--- config.mk ---
export PLATFORM = sky130hd
export DESIGN_NAME = pds_e_sequencer
export DESIGN_NICKNAME = d
export VERILOG_FILES = /design/src/rtl/pds_pkg.sv /design/src/rtl/pds_sync.sv /design/src/rtl/pds_e_sequencer.sv
export SDC_FILE = /design/constraint.sdc
export NUM_CORES = 1
export LEC_CHECK = 0
export CORE_ASPECT_RATIO = 1.75
export CORE_MARGIN = 3
export CORE_UTILIZATION = 30
export DETAILED_ROUTE_END_ITERATION = 16
export GPL_TIMING_DRIVEN = 0
export PLACE_DENSITY_LB_ADDON = 0.12
export SETUP_SLACK_MARGIN = 0.05
export SYNTH_ARGS = -nofsm -noshare
export SYNTH_HDL_FRONTEND = slang
export SYNTH_HIERARCHICAL = 1
export SYNTH_SLANG_ARGS = --single-unit
--- constraint.sdc ---
create_clock -name cpuClock -period 3.5 [get_ports cpuClock]
set_clock_uncertainty 0.2 [all_clocks]
set_input_delay 0.525 -clock cpuClock [delete_from_list [all_inputs] [get_ports cpuClock]]
set_output_delay 0.525 -clock cpuClock [all_outputs]
set_load 0.01 [all_outputs]
--- src/rtl/pds_pkg.sv ---
// Shared types for the SE PDS 6800-style bus sequencer: FSM state encoding,
// the CPU-space function code and the E-phase step helper.
package pds_pkg;

  typedef enum logic [2:0] {
    IDLE     = 3'd0,
    WAIT_VMA = 3'd1,
    VMA_ACT  = 3'd2,
    TERM     = 3'd3,
    DONE     = 3'd4
  } e_seq_state_t;

  localparam logic [2:0] FC_CPU_SPACE = 3'h7;

  // E phase advance: wraps to 0 after the last phase of the period.
  function automatic logic [3:0] phase_next(input logic [3:0] cur, input logic [3:0] last);
    return (cur == last) ? 4'd0 : cur + 4'd1;
  endfunction

endpackage

--- src/rtl/pds_sync.sv ---
// Flop-chain synchronizer for asynchronous PDS inputs entering the cpuClock domain.
// All stages clear to 0 on reset.
module pds_sync #(
  parameter int STAGES = 2
) (
  input  logic cpuClock,
  input  logic pdsRESETn,
  input  logic i_d,
  output logic o_q
);

  logic [STAGES-1:0] r_chain;

  always_ff @(posedge cpuClock or negedge pdsRESETn) begin
    if (!pdsRESETn) begin
      r_chain <= '0;
    end else begin
      r_chain <= {r_chain[STAGES-2:0], i_d};
    end
  end

  assign o_q = r_chain[STAGES-1];

endmodule

--- src/rtl/pds_e_sequencer.sv ---
// 6800-style synchronous bus sequencer: recovers C8M, generates E, sequences VMA and
// requests DSACK/AVEC termination. Optional AS watchdog enabled by PDS_TIMEOUT_EN.
module pds_e_sequencer
  import pds_pkg::*;
#(
  parameter int E_DIV        = 10,
  parameter int E_HIGH_START = 6,
  parameter int VMA_PHASE    = 2,
  parameter int TERM_PHASE   = 9,
  parameter int SYNC_STAGES  = 2
`ifdef PDS_TIMEOUT_EN
  , parameter int TIMEOUT_CYC = 4096
`endif
) (
  input  logic       cpuClock,
  input  logic       pdsRESETn,
  input  logic       pdsC8M,
  input  logic       cpuASn,
  input  logic [2:0] cpuFC,
  input  logic       pdsVPAn,
  output logic       pdsClockE,
  output logic       pdsVMAn,
  output logic       term68n,
  output logic       avec68n,
  output logic [3:0] eCount,
  output logic       timeoutBERRn,
  output logic [2:0] o_dbg_state
);

  localparam logic [3:0] LP_LAST   = 4'(E_DIV - 1);
  localparam logic [3:0] LP_E_HIGH = 4'(E_HIGH_START);
  localparam logic [3:0] LP_VMA    = 4'(VMA_PHASE);
  localparam logic [3:0] LP_TERM   = 4'(TERM_PHASE);

  logic         w_c8m_s;
  logic         w_vpa_n_s;
  logic         r_c8m_prev;
  logic         w_c8m_rise;
  logic [3:0]   r_ecount;
  logic [3:0]   w_ecount_next;
  logic         r_clock_e;
  logic         w_cycle_active;
  logic         w_hit_vma;
  logic         w_hit_term;
  logic         w_hit_wrap;
  e_seq_state_t r_state;
  e_seq_state_t w_state_next;
  logic         r_cpu_space;
  logic         w_cpu_space_next;
  logic         r_vma_n;
  logic         r_term_n;
  logic         r_avec_n;
  logic         w_vma_n_next;
  logic         w_term_n_next;
  logic         w_avec_n_next;

  pds_sync #(.STAGES(SYNC_STAGES)) u_sync_c8m (
    .cpuClock  (cpuClock),
    .pdsRESETn (pdsRESETn),
    .i_d       (pdsC8M),
    .o_q       (w_c8m_s)
  );

  pds_sync #(.STAGES(2)) u_sync_vpa (
    .cpuClock  (cpuClock),
    .pdsRESETn (pdsRESETn),
    .i_d       (pdsVPAn),
    .o_q       (w_vpa_n_s)
  );

  // ---------------- C8M recovery, free-running E phase counter ----------------
  assign w_c8m_rise    = w_c8m_s & ~r_c8m_prev;
  assign w_ecount_next = w_c8m_rise ? phase_next(r_ecount, LP_LAST) : r_ecount;

  always_ff @(posedge cpuClock or negedge pdsRESETn) begin
    if (!pdsRESETn) begin
      r_c8m_prev <= 1'b0;
      r_ecount   <= 4'd0;
      r_clock_e  <= 1'b0;
    end else begin
      r_c8m_prev <= w_c8m_s;
      r_ecount   <= w_ecount_next;
      r_clock_e  <= (r_ecount >= LP_E_HIGH);
    end
  end

  // Phase events are qualified by the rise so a phase is hit exactly once per period.
  assign w_cycle_active = ~cpuASn & ~w_vpa_n_s;
  assign w_hit_vma      = w_c8m_rise && (w_ecount_next == LP_VMA);
  assign w_hit_term     = w_c8m_rise && (w_ecount_next == LP_TERM);
  assign w_hit_wrap     = w_c8m_rise && (w_ecount_next == 4'd0);

  // ---------------- FSM: state register ----------------
  always_ff @(posedge cpuClock or negedge pdsRESETn) begin
    if (!pdsRESETn) begin
      r_state     <= IDLE;
      r_cpu_space <= 1'b0;
    end else begin
      r_state     <= w_state_next;
      r_cpu_space <= w_cpu_space_next;
    end
  end

  // ---------------- FSM: next state ----------------
  // AS negation wins over every phase event; vpa only matters before VMA is driven.
  always_comb begin
    w_state_next = r_state;
    case (r_state)
      IDLE: begin
        if (w_cycle_active) w_state_next = WAIT_VMA;
      end
      WAIT_VMA: begin
        if (cpuASn || w_vpa_n_s) w_state_next = IDLE;
        else if (w_hit_vma)      w_state_next = VMA_ACT;
      end
      VMA_ACT: begin
        if (cpuASn)          w_state_next = IDLE;
        else if (w_hit_term) w_state_next = TERM;
      end
      TERM: begin
        if (cpuASn)          w_state_next = IDLE;
        else if (w_hit_wrap) w_state_next = DONE;
      end
      DONE: begin
        if (cpuASn) w_state_next = IDLE;
      end
      default: w_state_next = IDLE;
    endcase
  end

  // ---------------- FSM: outputs (registered from next state) ----------------
  // FC is captured on entry to TERM so term and avec can never both assert.
  always_comb begin
    w_cpu_space_next = r_cpu_space;
    if ((w_state_next == TERM) && (r_state != TERM)) begin
      w_cpu_space_next = (cpuFC == FC_CPU_SPACE);
    end
    w_vma_n_next  = ~((w_state_next == VMA_ACT) || (w_state_next == TERM));
    w_term_n_next = 1'b1;
    w_avec_n_next = 1'b1;
    if ((w_state_next == TERM) || (w_state_next == DONE)) begin
      w_term_n_next = w_cpu_space_next;
      w_avec_n_next = ~w_cpu_space_next;
    end
  end

  always_ff @(posedge cpuClock or negedge pdsRESETn) begin
    if (!pdsRESETn) begin
      r_vma_n  <= 1'b1;
      r_term_n <= 1'b1;
      r_avec_n <= 1'b1;
    end else begin
      r_vma_n  <= w_vma_n_next;
      r_term_n <= w_term_n_next;
      r_avec_n <= w_avec_n_next;
    end
  end

  // ---------------- Optional AS watchdog ----------------
`ifdef PDS_TIMEOUT_EN
  localparam int WD_W = $clog2(TIMEOUT_CYC + 1);
  localparam logic [WD_W-1:0] LP_WD_MAX = WD_W'(TIMEOUT_CYC);

  logic [WD_W-1:0] r_wd_cnt;
  logic            r_berr_n;
  logic            w_wd_reaching;

  // Fires on the clock edge at which the count lands on the limit.
  assign w_wd_reaching = (r_wd_cnt >= (LP_WD_MAX - 1'b1));

  always_ff @(posedge cpuClock or negedge pdsRESETn) begin
    if (!pdsRESETn) begin
      r_wd_cnt <= '0;
      r_berr_n <= 1'b1;
    end else if (cpuASn) begin
      r_wd_cnt <= '0;
      r_berr_n <= 1'b1;
    end else begin
      if (r_wd_cnt != LP_WD_MAX) r_wd_cnt <= r_wd_cnt + 1'b1;
      if (w_wd_reaching && (r_state != TERM) && (r_state != DONE)) r_berr_n <= 1'b0;
    end
  end

  assign timeoutBERRn = r_berr_n;
`else
  assign timeoutBERRn = 1'b1;
`endif

  assign pdsClockE   = r_clock_e;
  assign pdsVMAn     = r_vma_n;
  assign term68n     = r_term_n;
  assign avec68n     = r_avec_n;
  assign eCount      = r_ecount;
  assign o_dbg_state = r_state;

endmodule

# [Yosys cells after proc, flatten, opt, wreduce, memory -nomap -nowiden]
# Index checks and enable logic that the tools add are counted.
[word_totals] regBits=17 elab_cells=54
[classes] mux=14 n_lt_le_gt_ge=1 n_addsub=1 eq_ne=12 reduce_logical=9 n_bitwise=7
[ops] operator="2-to-1 mux 3 bit" count=8
[ops] operator="one-hot mux 3 bit (5 select lines)" count=1
[ops] operator="equality test 3 x 2 -> 1 bit (second input constant)" count=4
[ops] operator="equality test 3 bit (second input constant)" count=3
[ops] operator="equality test 4 bit (second input constant)" count=2
[ops] operator="2-to-1 mux 4 bit" count=2
[ops] operator="inverter 1 bit" count=5
[ops] operator="adder 4 x 1 -> 4 bit (second input constant)" count=1
[ops] operator="equality test 4 x 2 -> 1 bit (second input constant)" count=1
[ops] operator="greater-or-equal comparator 4 x 3 -> 1 bit (second input constant)" count=1
[ops] operator="logical AND 1 bit" count=4
[ops] operator="logical NOT 4 bit" count=1
[ops] operator="equality test 3 x 1 -> 1 bit (second input constant)" count=1
[ops] operator="logical NOT 3 bit" count=1
[ops] operator="logical OR 1 bit" count=3
[ops] operator="2-to-1 mux 1 bit" count=3
[ops] operator="inequality test 3 x 2 -> 1 bit (second input constant)" count=1
[ops] operator="bitwise AND 1 bit" count=2

# [Logic depth before layout (Yosys ltp)]
# Gate-level depths: netlist (run 1).
[depth] ltp_word=13 mapped_depth=5 depth_no_buf=4

# [Modules after synthesis]
# The synthesis (run 1) kept the hierarchy.
[modules_own_cells] mod="pds_e_sequencer" seq_area_each_um2=329.1 cells_per_inst=59 n_inst=1 area_each_um2=653.1
[modules_own_cells] mod="pds_sync" seq_area_each_um2=50.0 cells_per_inst=2 n_inst=2 area_each_um2=50.0

# [Worst setup path before layout (run 1)]
# No wires, ideal clock.
[synth_path] path_type="input port to flip-flop" from="input port cpuASn" to="register r_term_n (netlist: term68n)" t_arrival_ns=1.329 stages=4 n_path_buf=0 slack_ns=1.889 path_cell_list="nor4b_2 > nand4_1 > mux2_4 > nand2b_4"
[synth_via] elab_chain_cells=8 elab_cells_between_ends=15
[synth_rtl] item="from (decl)" line="pds_e_sequencer.sv:18" source="input logic cpuASn,"
[synth_rtl] item="inverter 1 bit" line="pds_e_sequencer.sv:88" source="assign w_cycle_active = ~cpuASn & ~w_vpa_n_s;"
[synth_rtl] item="bitwise AND 1 bit" line="pds_e_sequencer.sv:88"
[synth_rtl] item="2-to-1 mux 3 bit" line="pds_e_sequencer.sv:110" source="if (w_cycle_active) w_state_next = WAIT_VMA;"
[synth_rtl] item="one-hot mux 3 bit (5 select lines) *" line="pds_e_sequencer.sv:108" source="case (r_state)"
[synth_rtl] item="equality test 3 x 2 -> 1 bit *" line="pds_e_sequencer.sv:135" source="if ((w_state_next == TERM) && (r_state != TERM)) begin"
[synth_rtl] item="logical AND 1 bit *" line="pds_e_sequencer.sv:135"
[synth_rtl] item="2-to-1 mux 1 bit *" line="pds_e_sequencer.sv:135"
[synth_rtl] item="net w_cpu_space_next" line="pds_e_sequencer.sv:49" source="logic w_cpu_space_next;"
[synth_rtl] item="2-to-1 mux 1 bit *" line="pds_e_sequencer.sv:141" source="if ((w_state_next == TERM) || (w_state_next == DONE)) begin"
[synth_rtl] item="net w_term_n_next" line="pds_e_sequencer.sv:54" source="logic w_term_n_next;"
[synth_rtl] item="to (signal assigned)" line="pds_e_sequencer.sv:154" source="r_term_n <= w_term_n_next;"
[synth_rtl] item="to (decl)" line="pds_e_sequencer.sv:51" source="logic r_term_n;"
# The timed path passes the listed nets; every way through them passes the cells marked *.

# [Final worst setup path (run 1)]
[layout_path] from="register r_state[0] (netlist: o_dbg_state[0])" to="output port o_dbg_state[0]"
[layout_lines] item="from (decl)" line="pds_e_sequencer.sv:46" source="e_seq_state_t r_state;"
[layout_lines] item="from (signal assigned)" line="pds_e_sequencer.sv:99" source="r_state <= w_state_next;"
[layout_lines] item="to (decl)" line="pds_e_sequencer.sv:27" source="output logic [2:0] o_dbg_state"
# No word-level cell between the ends.

==> run summary, run 1 <==
gr usage total = 0.1078
RSZ-0062 raised after global routing = no
Util after Layout = 0.4332
upper clock frequency limit = 485.2 MHz
post-synthesis cell count = 63
post-detail-place hpwl = 1128 um
flops & latches, synth = 17
Hold Crit Class = flop to flop
post-synthesis sequential area ratio = 0.5698
DRT iter0 DRCs = 11
DR vias = 540
fraction of final layout cells sized beyond drive strength 1 = 0.1882
Mapped Area = 753.2 um2
CTS Root Cell = clkbuf_8
fin. max-slew vios = 0
Critical Path Fanout Max = 8
fin nets = 94
drt wl/cell = 13.30 um
commonest cells after routing, fill and taps aside = clkdlybuf4s50_1 (18), dfrtp_1 (14), nor2_1 (5)
Pre-antenna DRT Iters = 4
Pwr Density = 625.3 nW/um2
crit path time final = 2.061 ns
final setup fails = 0
Routed WL = 1463 um
Worst-Margin Slew = 0.7409 ns
clock network fraction of design power = 0.232
critical path arrival = 1.34 ns
die area = 3172 um2
Sw Share = 0.3215
Max clock buf depth = 2
vias in the first global route = 550
register clock-pin slew on the reported worst setup and hold paths = 0.06 ns
Die Width = 43.88 um
synthesized netlist net count = 71
I/O Buffers = 18
max cap viols = 0
DRT antenna net count = 0
crit-path max cell delay = 0.59 ns
Synth cell types = 29
Rel. slew slack = 0.5045
crit path buf inv count = 1
Starting Density = 0.3231
switching power = 0.2030 mW
post-CTS sizing = 0
post-CTS setup buffers = 0
boundary pin count = 20
die extent in y = 72.29 um
Crit path max-delay family = buffers and inverters
Worst EP required = 2.77 ns
storage element area = 429.2 um2
Fillers = 231
ant diodes = 0
Avg Inst Size Synth = 11.96 um2
H-tree depth = 1
Slowest cell on crit path = clkdlybuf4s50_1
commonest non-fill, non-tap cell in the layout = clkdlybuf4s50_1
multi-input logic area = 294.0 um2
antenna violations before repair = 0
crit path kind = flop to primary output
cell-internal power = 0.4284 mW
CP Cell Sequence = clkdlybuf4s50_1
Num CTS Buffers = 3
Syn. warnings = 6
CTS tree = built
peak supply drop = 0.2958 mV
Clk Latency, worst-skew pair = 0.25 ns
CTS Sinks = 17
maximum number of pins on one net before global-route repair = 18
num rows = 23
grt total ovfl = 0
drt drc = 0
setup TNS = 0 ns
fin crit share = 0.5889
Post-CTS Hold Fix Bufs = 0
crit path launch type = flop
combinational power share = 0.357
status = completed
Hold Fails Final Rpt = 0
first-pass GRT wire length = 2477 um
DR vias/cell = 4.909
Sequential Power Share = 0.411
Area Growth Syn to Fin = 34.05%
Final GP Congestion = 0.6997
CP endpoint kind = primary output
Static Leakage = 0.4349 nW
core area = 2331 um2
-- metal layers --
layer  up-vias  share of wire  global-route usage
li1        259              -                   -
met1       263           0.38              0.1171
met2        14           0.55              0.1769
met3         4          0.040             0.01489
met4         0          0.031             0.09060
met5         -              0                   0
-- sequential cells by signal, summed over array words and instances, names as in the netlist --
signal	cells
eCount	4
o_dbg_state	3
u_sync_c8m/r_chain	2
u_sync_vpa/r_chain	2
avec68n	1
pdsClockE	1
pdsVMAn	1
r_c8m_prev	1
r_cpu_space	1
term68n	1
-- Yosys cell counts --
library cell   n  area share
o21ai_1        1      0.0066
buf_4          3       0.030
conb_1         1      0.0050
and2b_1        1       0.010
o21a_1         1       0.010
a21o_1         2       0.020
nor4b_2        1       0.020
o22ai_1        2       0.017
nand3b_4       1       0.027
mux2_4         1       0.020
dfstp_2        3        0.10
nor2b_4        1       0.018
nand3_1        2       0.013
and3_2         1       0.010
and3_1         1      0.0083
or4_1          2       0.020
a221oi_2       1       0.020
or3_1          1      0.0083
nand2b_1       1      0.0083
a31oi_1        1      0.0083
nand2b_4       1       0.018
dfrtp_1       14        0.47
nand4_1        1      0.0083
inv_1          2       0.010
nand2_1        3       0.015
nor3_1         2       0.013
nor2_1         5       0.025
xor2_1         3       0.035
a21oi_1        4       0.027
-- final timing paths --
check | end | slack, ns | startpoint | cells after the start
setup / recovery | o_dbg_state[0] | 1.44 | o_dbg_state[0] | 1
hold / removal | u_sync_vpa/r_chain[1] | 0.15 | u_sync_vpa/r_chain[0] | 0
setup reg to reg | term68n | 1.82 | o_dbg_state[0] | 4
hold reg to reg | u_sync_vpa/r_chain[1] | 0.15 | u_sync_vpa/r_chain[0] | 0
max in group asynchronous | o_dbg_state[1] | 2.13 | pdsRESETn | 1
min in group asynchronous | eCount[1] | 0.51 | pdsRESETn | 1
-- per-stage QoR --
| stage | cell area (um2) | hold slack, ns | power, mW | setup slack (ns) | cells |
|---|---|---|---|---|---|
| floorplan | 753.2 | 0.02941 | 0.3927 | 1.889 | 63 |
| global placement | 964.7 | 0.1346 | 0.4835 | 1.266 | 106 |
| detailed placement | 964.7 | 0.1397 | 0.4931 | 1.251 | 106 |
| CTS | 1010 | 0.1552 | 0.6454 | 1.412 | 110 |
| global route | 1010 | 0.1562 | 0.6736 | 1.380 | 110 |
| finish | 1010 | 0.1517 | 0.6314 | 1.439 | 110 |
-- cell type report --
class                   instances  share of cell area
flip-flops and latches         17              0.4250
multi-input cells              41              0.2912
repair buffers                 18              0.1784
clock buffers                   4             0.04461
well taps                      25             0.03098
plain buffers                   3             0.02230
inverters                       2            0.007435
-- power groups by stage --
stage                     registers (mW)  clock network [mW]  logic (mW)
after floorplan                    0.275                   0       0.117
after global placement             0.263                   0       0.221
after detailed placement           0.264                   0       0.229
after CTS                          0.261               0.155       0.229
after global routing               0.265               0.162       0.247
final                              0.259               0.147       0.225
-- kinds of logic after synthesis --
family / count (synthesis) / synth area share
AND/OR/NAND/NOR: 24 / 0.2226
flip-flops: 17 / 0.5698
AO/OA/AOI/OAI: 12 / 0.1080
buffers and inverters: 5 / 0.03987
XOR/XNOR: 3 / 0.03489
multiplexers: 1 / 0.01993
other: 1 / 0.004979
No activity file was read; power rests on OpenSTA's default activity.
==> inputs of run 2 (changes only) <==
- clock period: 3.5 -> 1.85 ns (I/O delays scaled with it)
==> run 2 against run 1 <==
Combinational power up 90%. Routed wire length about the same. Largest power group unchanged. Power up 90%.
==> run summary, run 2 (same netlist as run 1, synthesis figures left out) <==
clock network fraction of design power = 0.232 (about the same)
crit-path max cell delay = 0.53 ns (-0.06 ns)
worst slack at placement = -0.1517 ns (-1.402 ns)
non-filler instance count after layout = 110 (unchanged)
critical path arrival = 1.30 ns (-0.04 ns)
Sequential Power Share = 0.412 (about the same)
Final GP Congestion = 0.6997 (unchanged)
final setup fails = 0 (unchanged)
Pwr Density = 1180 nW/um2 (+89%)
status = completed
drt drc = 0 (unchanged)
cell-internal power = 0.8133 mW (+90%)
CTS Root Cell = clkbuf_8
Worst EP required = 1.37 ns (-1.40 ns)
RSZ-0062 raised after global routing = no
Hold Crit Class = flop to flop
vias in the first global route = 550 (unchanged)
post-detail-place hpwl = 1128 um (unchanged)
Post-CTS Hold Fix Bufs = 0 (unchanged)
fraction of final layout cells sized beyond drive strength 1 = 0.2118 (+0.02353)
total power = 1.197 mW (+90%)
crit path kind = flop to primary output
fin. max-slew vios = 0 (unchanged)
crit path time final = 1.773 ns
fin nets = 94 (unchanged)
Static Leakage = 0.4320 nW (-0.65%)
crit path launch type = flop
Worst-Margin Slew = 0.7405 ns (-0.0003780 ns)
FF-to-FF setup slack = 0.20 ns (-1.62 ns)
switching power = 0.3840 mW (+89%)
PnR worst setup slack = 0.07734 ns (-1.362 ns)
Crit path max-delay family = buffers and inverters
max reg flops = 4 (unchanged)
DR vias = 540 (unchanged)
Hold WS = 0.1517 ns (unchanged)
core area = 2331 um2 (unchanged)
gr usage total = 0.1078 (unchanged)
DRT antenna net count = 0 (unchanged)
Clk Latency, worst-skew pair = 0.25 ns (about the same)
drt wl/cell = 13.31 um (about the same)
Max clock buf depth = 2 (unchanged)
Die Width = 43.88 um (unchanged)
die extent in y = 72.29 um (unchanged)
first-pass GRT wire length = 2477 um (unchanged)
peak supply drop = 0.5596 mV (+89%)
Area Growth Syn to Fin = 34.72%
commonest cells after routing, fill and taps aside = clkdlybuf4s50_1 (17), dfrtp_1 (12), nor2_1 (5)
Sw Share = 0.3207 (-0.0007863)
I/O Buffers = 18 (unchanged)
Hold Fails Final Rpt = 0 (unchanged)
Starting Density = 0.3231 (unchanged)
Rel. slew slack = 0.5048 (about the same)
commonest non-fill, non-tap cell in the layout = clkdlybuf4s50_1
hold depth = 0 (unchanged)
die area = 3172 um2 (unchanged)
grt total ovfl = 0 (unchanged)
CP Depth = 1 (unchanged)
antenna violations before repair = 0 (unchanged)
fin crit share = 0.9582
CTS tree = built
CTS Sinks = 17 (unchanged)
Critical Path Fanout Max = 1 (-7)
max cap viols = 0 (unchanged)
CP endpoint kind = primary output
maximum number of pins on one net before global-route repair = 18 (unchanged)
Routed WL = 1464 um (about the same)
upper clock frequency limit = 564.1 MHz
Pre-antenna DRT Iters = 4 (unchanged)
Worst Reg-to-Reg Cells = 4 (unchanged)
Num CTS Buffers = 3 (unchanged)
boundary pin count = 20 (unchanged)
num rows = 23 (unchanged)
DRT iter0 DRCs = 11 (unchanged)
Slowest cell on crit path = clkdlybuf4s50_1
post-CTS setup buffers = 0 (unchanged)
crit path buf inv count = 1 (unchanged)
Placed Cells = 106 (unchanged)
DR vias/cell = 4.909 (unchanged)
combinational power share = 0.356 (about the same)
ant diodes = 0 (unchanged)
H-tree depth = 1 (unchanged)
CP Cell Sequence = clkdlybuf4s50_1
register clock-pin slew on the reported worst setup and hold paths = 0.06 ns (about the same)
run 2: cell types whose count changed in the layout (fill, tap and decap cells not counted):
cell / change
dfrtp_2: +2
dfrtp_1: -2
clkdlybuf4s50_1: -1
dlymetal6s2s_1: +1
run 2: path summary, 6_finish.rpt:
kind | start | end
worst max-delay path | term68n | term68n
worst min-delay path | u_sync_vpa/r_chain[0] | u_sync_vpa/r_chain[1]
worst max register to register | o_dbg_state[0] | term68n
worst min register to register | u_sync_vpa/r_chain[0] | u_sync_vpa/r_chain[1]
max in group asynchronous | pdsRESETn | o_dbg_state[0]
min in group asynchronous | pdsRESETn | eCount[1]
run 2: power groups by stage:
stage | combinational (mW) | sequential [mW] | clock [mW]
6_report | 0.427 | 0.493 | 0.277
5_1_grt | 0.467 | 0.504 | 0.307
4_1_cts | 0.434 | 0.494 | 0.293
3_5_place_dp | 0.433 | 0.500 | 0
3_3_place_gp | 0.417 | 0.497 | 0
2_1_floorplan | 0.222 | 0.521 | 0
run 2: layout make-up:
class / count / area [um2]
buffer: 3 / 22.52
clock buffer: 4 / 45.04
fill: 229 / 1316
inverter: 2 / 7.507
multi-input combinational: 41 / 294.0
sequential: 17 / 431.7
tap: 25 / 31.28
timing repair buffer: 18 / 182.7
run 2: per-layer routing:
metal | GRT usage | vias up | part of all wire
met5 | 0 | - | 0
met4 | 0.09060 | 0 | 0.031
met3 | 0.01489 | 4 | 0.043
met2 | 0.1769 | 14 | 0.56
met1 | 0.1171 | 263 | 0.37
li1 | - | 259 | -
run 2: what timing repair did:
action / in CTS / in global routing
resized for setup: 1 / 2
endpoints found under the hold margin: 0 / 0
setup endpoints to repair: 1 / 2
run 2: stage by stage:
stage | util | setup TNS (ns) | cell area (um2)
after floorplan | - | 0 | 753.2
after global placement | 0.4138 | -0.2268 | 964.7
after detailed placement | 0.4138 | -0.2738 | 964.7
after CTS | 0.4337 | 0 | 1011
after global routing | 0.4353 | 0 | 1015
final | 0.4353 | 0 | 1015
==> inputs of run 3 (changes only) <==
--- a/constraint.sdc
+++ b/constraint.sdc
@@ -4,2 +4,2 @@
 set_output_delay 0.2775 -clock cpuClock [all_outputs]
-set_load 0.01 [all_outputs]
+set_load 0.1 [all_outputs]
==> run 3 against run 2 <==
Routed wire length fell by 5.3%. Worst setup slack improved by 0.019 ns. Critical path depth did not move. Largest power group is now combinational cells. Hold slack improved by 0.0051 ns. Via count fell by 0.37%.
==> run summary, run 3 (same netlist as run 1, synthesis figures left out) <==
vias in the first global route = 568 (+3.3%)
hold_sp = u_sync_c8m/r_chain[0]
reg2reg start = o_dbg_state[0]
num rows = 23 (unchanged)
Hold Crit Class = flop to flop
fin crit share = 0.9478 (-0.01040)
ant diodes = 0 (unchanged)
CTS Sinks = 17 (unchanged)
first-pass GRT wire length = 2504 um (+1.1%)
fraction of final layout cells sized beyond drive strength 1 = 0.4118 (+0.2000)
DR vias = 538 (-0.37%)
core area = 2331 um2 (unchanged)
CP Depth = 1 (unchanged)
drt wl/cell = 12.61 um (-5.3%)
Max clock buf depth = 2 (unchanged)
Starting Density = 0.3231 (unchanged)
peak supply drop = 0.7033 mV (+26%)
Final GP Congestion = 0.7659 (+9.5%)
die extent in y = 72.29 um (unchanged)
register clock-pin slew on the reported worst setup and hold paths = 0.06 ns (about the same)
Worst-Margin Slew = 0.7406 ns (+0.0001557 ns)
Routed WL = 1387 um (-5.3%)
CP Cell Sequence = clkdlybuf4s18_2
CP endpoint kind = primary output
crit path kind = flop to primary output
final setup fails = 0 (unchanged)
DRT iter0 DRCs = 5 (-6)
Hold WS = 0.1568 ns (+0.005139 ns)
die area = 3172 um2 (unchanged)
Worst EP required = 1.37 ns (about the same)
Num CTS Buffers = 3 (unchanged)
Pre-antenna DRT Iters = 2 (-2)
Crit path max-delay family = buffers and inverters
DRT antenna net count = 0 (unchanged)
max reg flops = 4 (unchanged)
critical path arrival = 1.28 ns (-0.02 ns)
CTS tree = built
status = completed
post-detail-place hpwl = 1054 um (-6.5%)
commonest cells after routing, fill and taps aside = clkdlybuf4s50_1 (7), clkdlybuf4s15_2 (7), dfrtp_1 (7)
drt drc = 0 (unchanged)
Post-DP Area = 993.5 um2 (+3.0%)
Worst Reg-to-Reg Cells = 4 (unchanged)
CTS Root Cell = clkbuf_8
Slowest cell on crit path = clkdlybuf4s18_2
crit path launch type = flop
Critical Path Fanout Max = 8 (+7)
Area Growth Syn to Fin = 37.21%
upper clock frequency limit = 570.3 MHz (+1.1%)
Clk Latency, worst-skew pair = 0.25 ns (about the same)
crit path time final = 1.753 ns (-0.01924 ns)
Die Width = 43.88 um (unchanged)
r2r endpoint = term68n
Pwr Density = 1564 nW/um2 (+33%)
Hold Fails Final Rpt = 0 (unchanged)
Rel. slew slack = 0.5047 (about the same)
Hold Path End = u_sync_c8m/r_chain[1]
DR vias/cell = 4.891 (-0.37%)
grt total ovfl = 0 (unchanged)
max cap viols = 0 (unchanged)
H-tree depth = 1 (unchanged)
antenna violations before repair = 0 (unchanged)
Static Leakage = 0.4301 nW (-0.45%)
I/O Buffers = 18 (unchanged)
setup TNS = 0 ns (unchanged)
boundary pin count = 20 (unchanged)
Finished Cell Area = 1033 um2 (+1.8%)
RSZ-0062 raised after global routing = no
hold depth = 0 (unchanged)
FF-to-FF setup slack = 0.14 ns (-0.06 ns)
Util after Layout = 0.4434 (+0.008052)
fin. max-slew vios = 0 (unchanged)
crit-path max cell delay = 0.55 ns (+0.02 ns)
fin nets = 94 (unchanged)
Post-CTS Hold Fix Bufs = 0 (unchanged)
maximum number of pins on one net before global-route repair = 18 (unchanged)
gr usage total = 0.1084 (+0.0006072)
crit path buf inv count = 1 (unchanged)
## run 3: cell types whose count changed in the layout (fill, tap and decap cells not counted), sizes merged
cell,delta
clkdlybuf4s18,+1
clkdlybuf4s50,-10
clkdlybuf4s15,+7
clkbuf,-1
dlymetal6s2s,-1
clkinv,+1
buf,+3
## run 3: layout make-up
class                   instances  area (um2)
clock buffers                   3       41.29
multi-input cells              41       294.0
plain buffers                   3       30.03
flip-flops and latches         17       450.4
fillers                       237        1297
inverters                       2       7.507
clock inverters                 1       5.005
repair buffers                 18       173.9
well taps                      25       31.28
## run 3: worst max-delay path by stage
stage               slack [ns]             end           start
floorplan                 0.06  o_dbg_state[2]       eCount[1]
global placement         -0.25         term68n         term68n
detailed placement       -0.25         avec68n         avec68n
CTS                       0.03         avec68n         avec68n
global route              0.07  o_dbg_state[0]  o_dbg_state[0]
finish                     0.1  o_dbg_state[0]  o_dbg_state[0]
## run 3: layer usage
layer,part of all wire,routed length [um],GRT usage,up-vias
met1,0.39,536,0.1238,255
met5,0,0,0,-
li1,-,-,-,260
met2,0.51,714,0.1753,18
met3,0.061,84,0.01737,5
met4,0.037,52,0.08054,0
## run 3: metrics by stage
step / std cells / setup WS (ns) / total power [mW]
floorplan: 63 / 0.05940 / 1.188
global placement: 106 / -0.2489 / 1.364
detailed placement: 106 / -0.2519 / 1.371
CTS: 110 / 0.03479 / 1.638
global route: 110 / 0.06501 / 1.700
finish: 110 / 0.09658 / 1.616
## run 3: report_power, final
part	total (mW)	switching, mW	leakage (nW)	internal (mW)
logic	0.823	0.605	0.211	0.218
registers	0.520	0.0596	0.194	0.461
clock network	0.273	0.124	0.0255	0.149
## run 3: repair_timing
| item | 4_1_cts | 5_1_grt |
|---|---|---|
| setup endpoints to repair | 11 | 4 |
| buffers inserted | 0 | 0 |
| pin swaps | 0 | 0 |
| resized for setup | 34 | 6 |
| cloned | 0 | 0 |
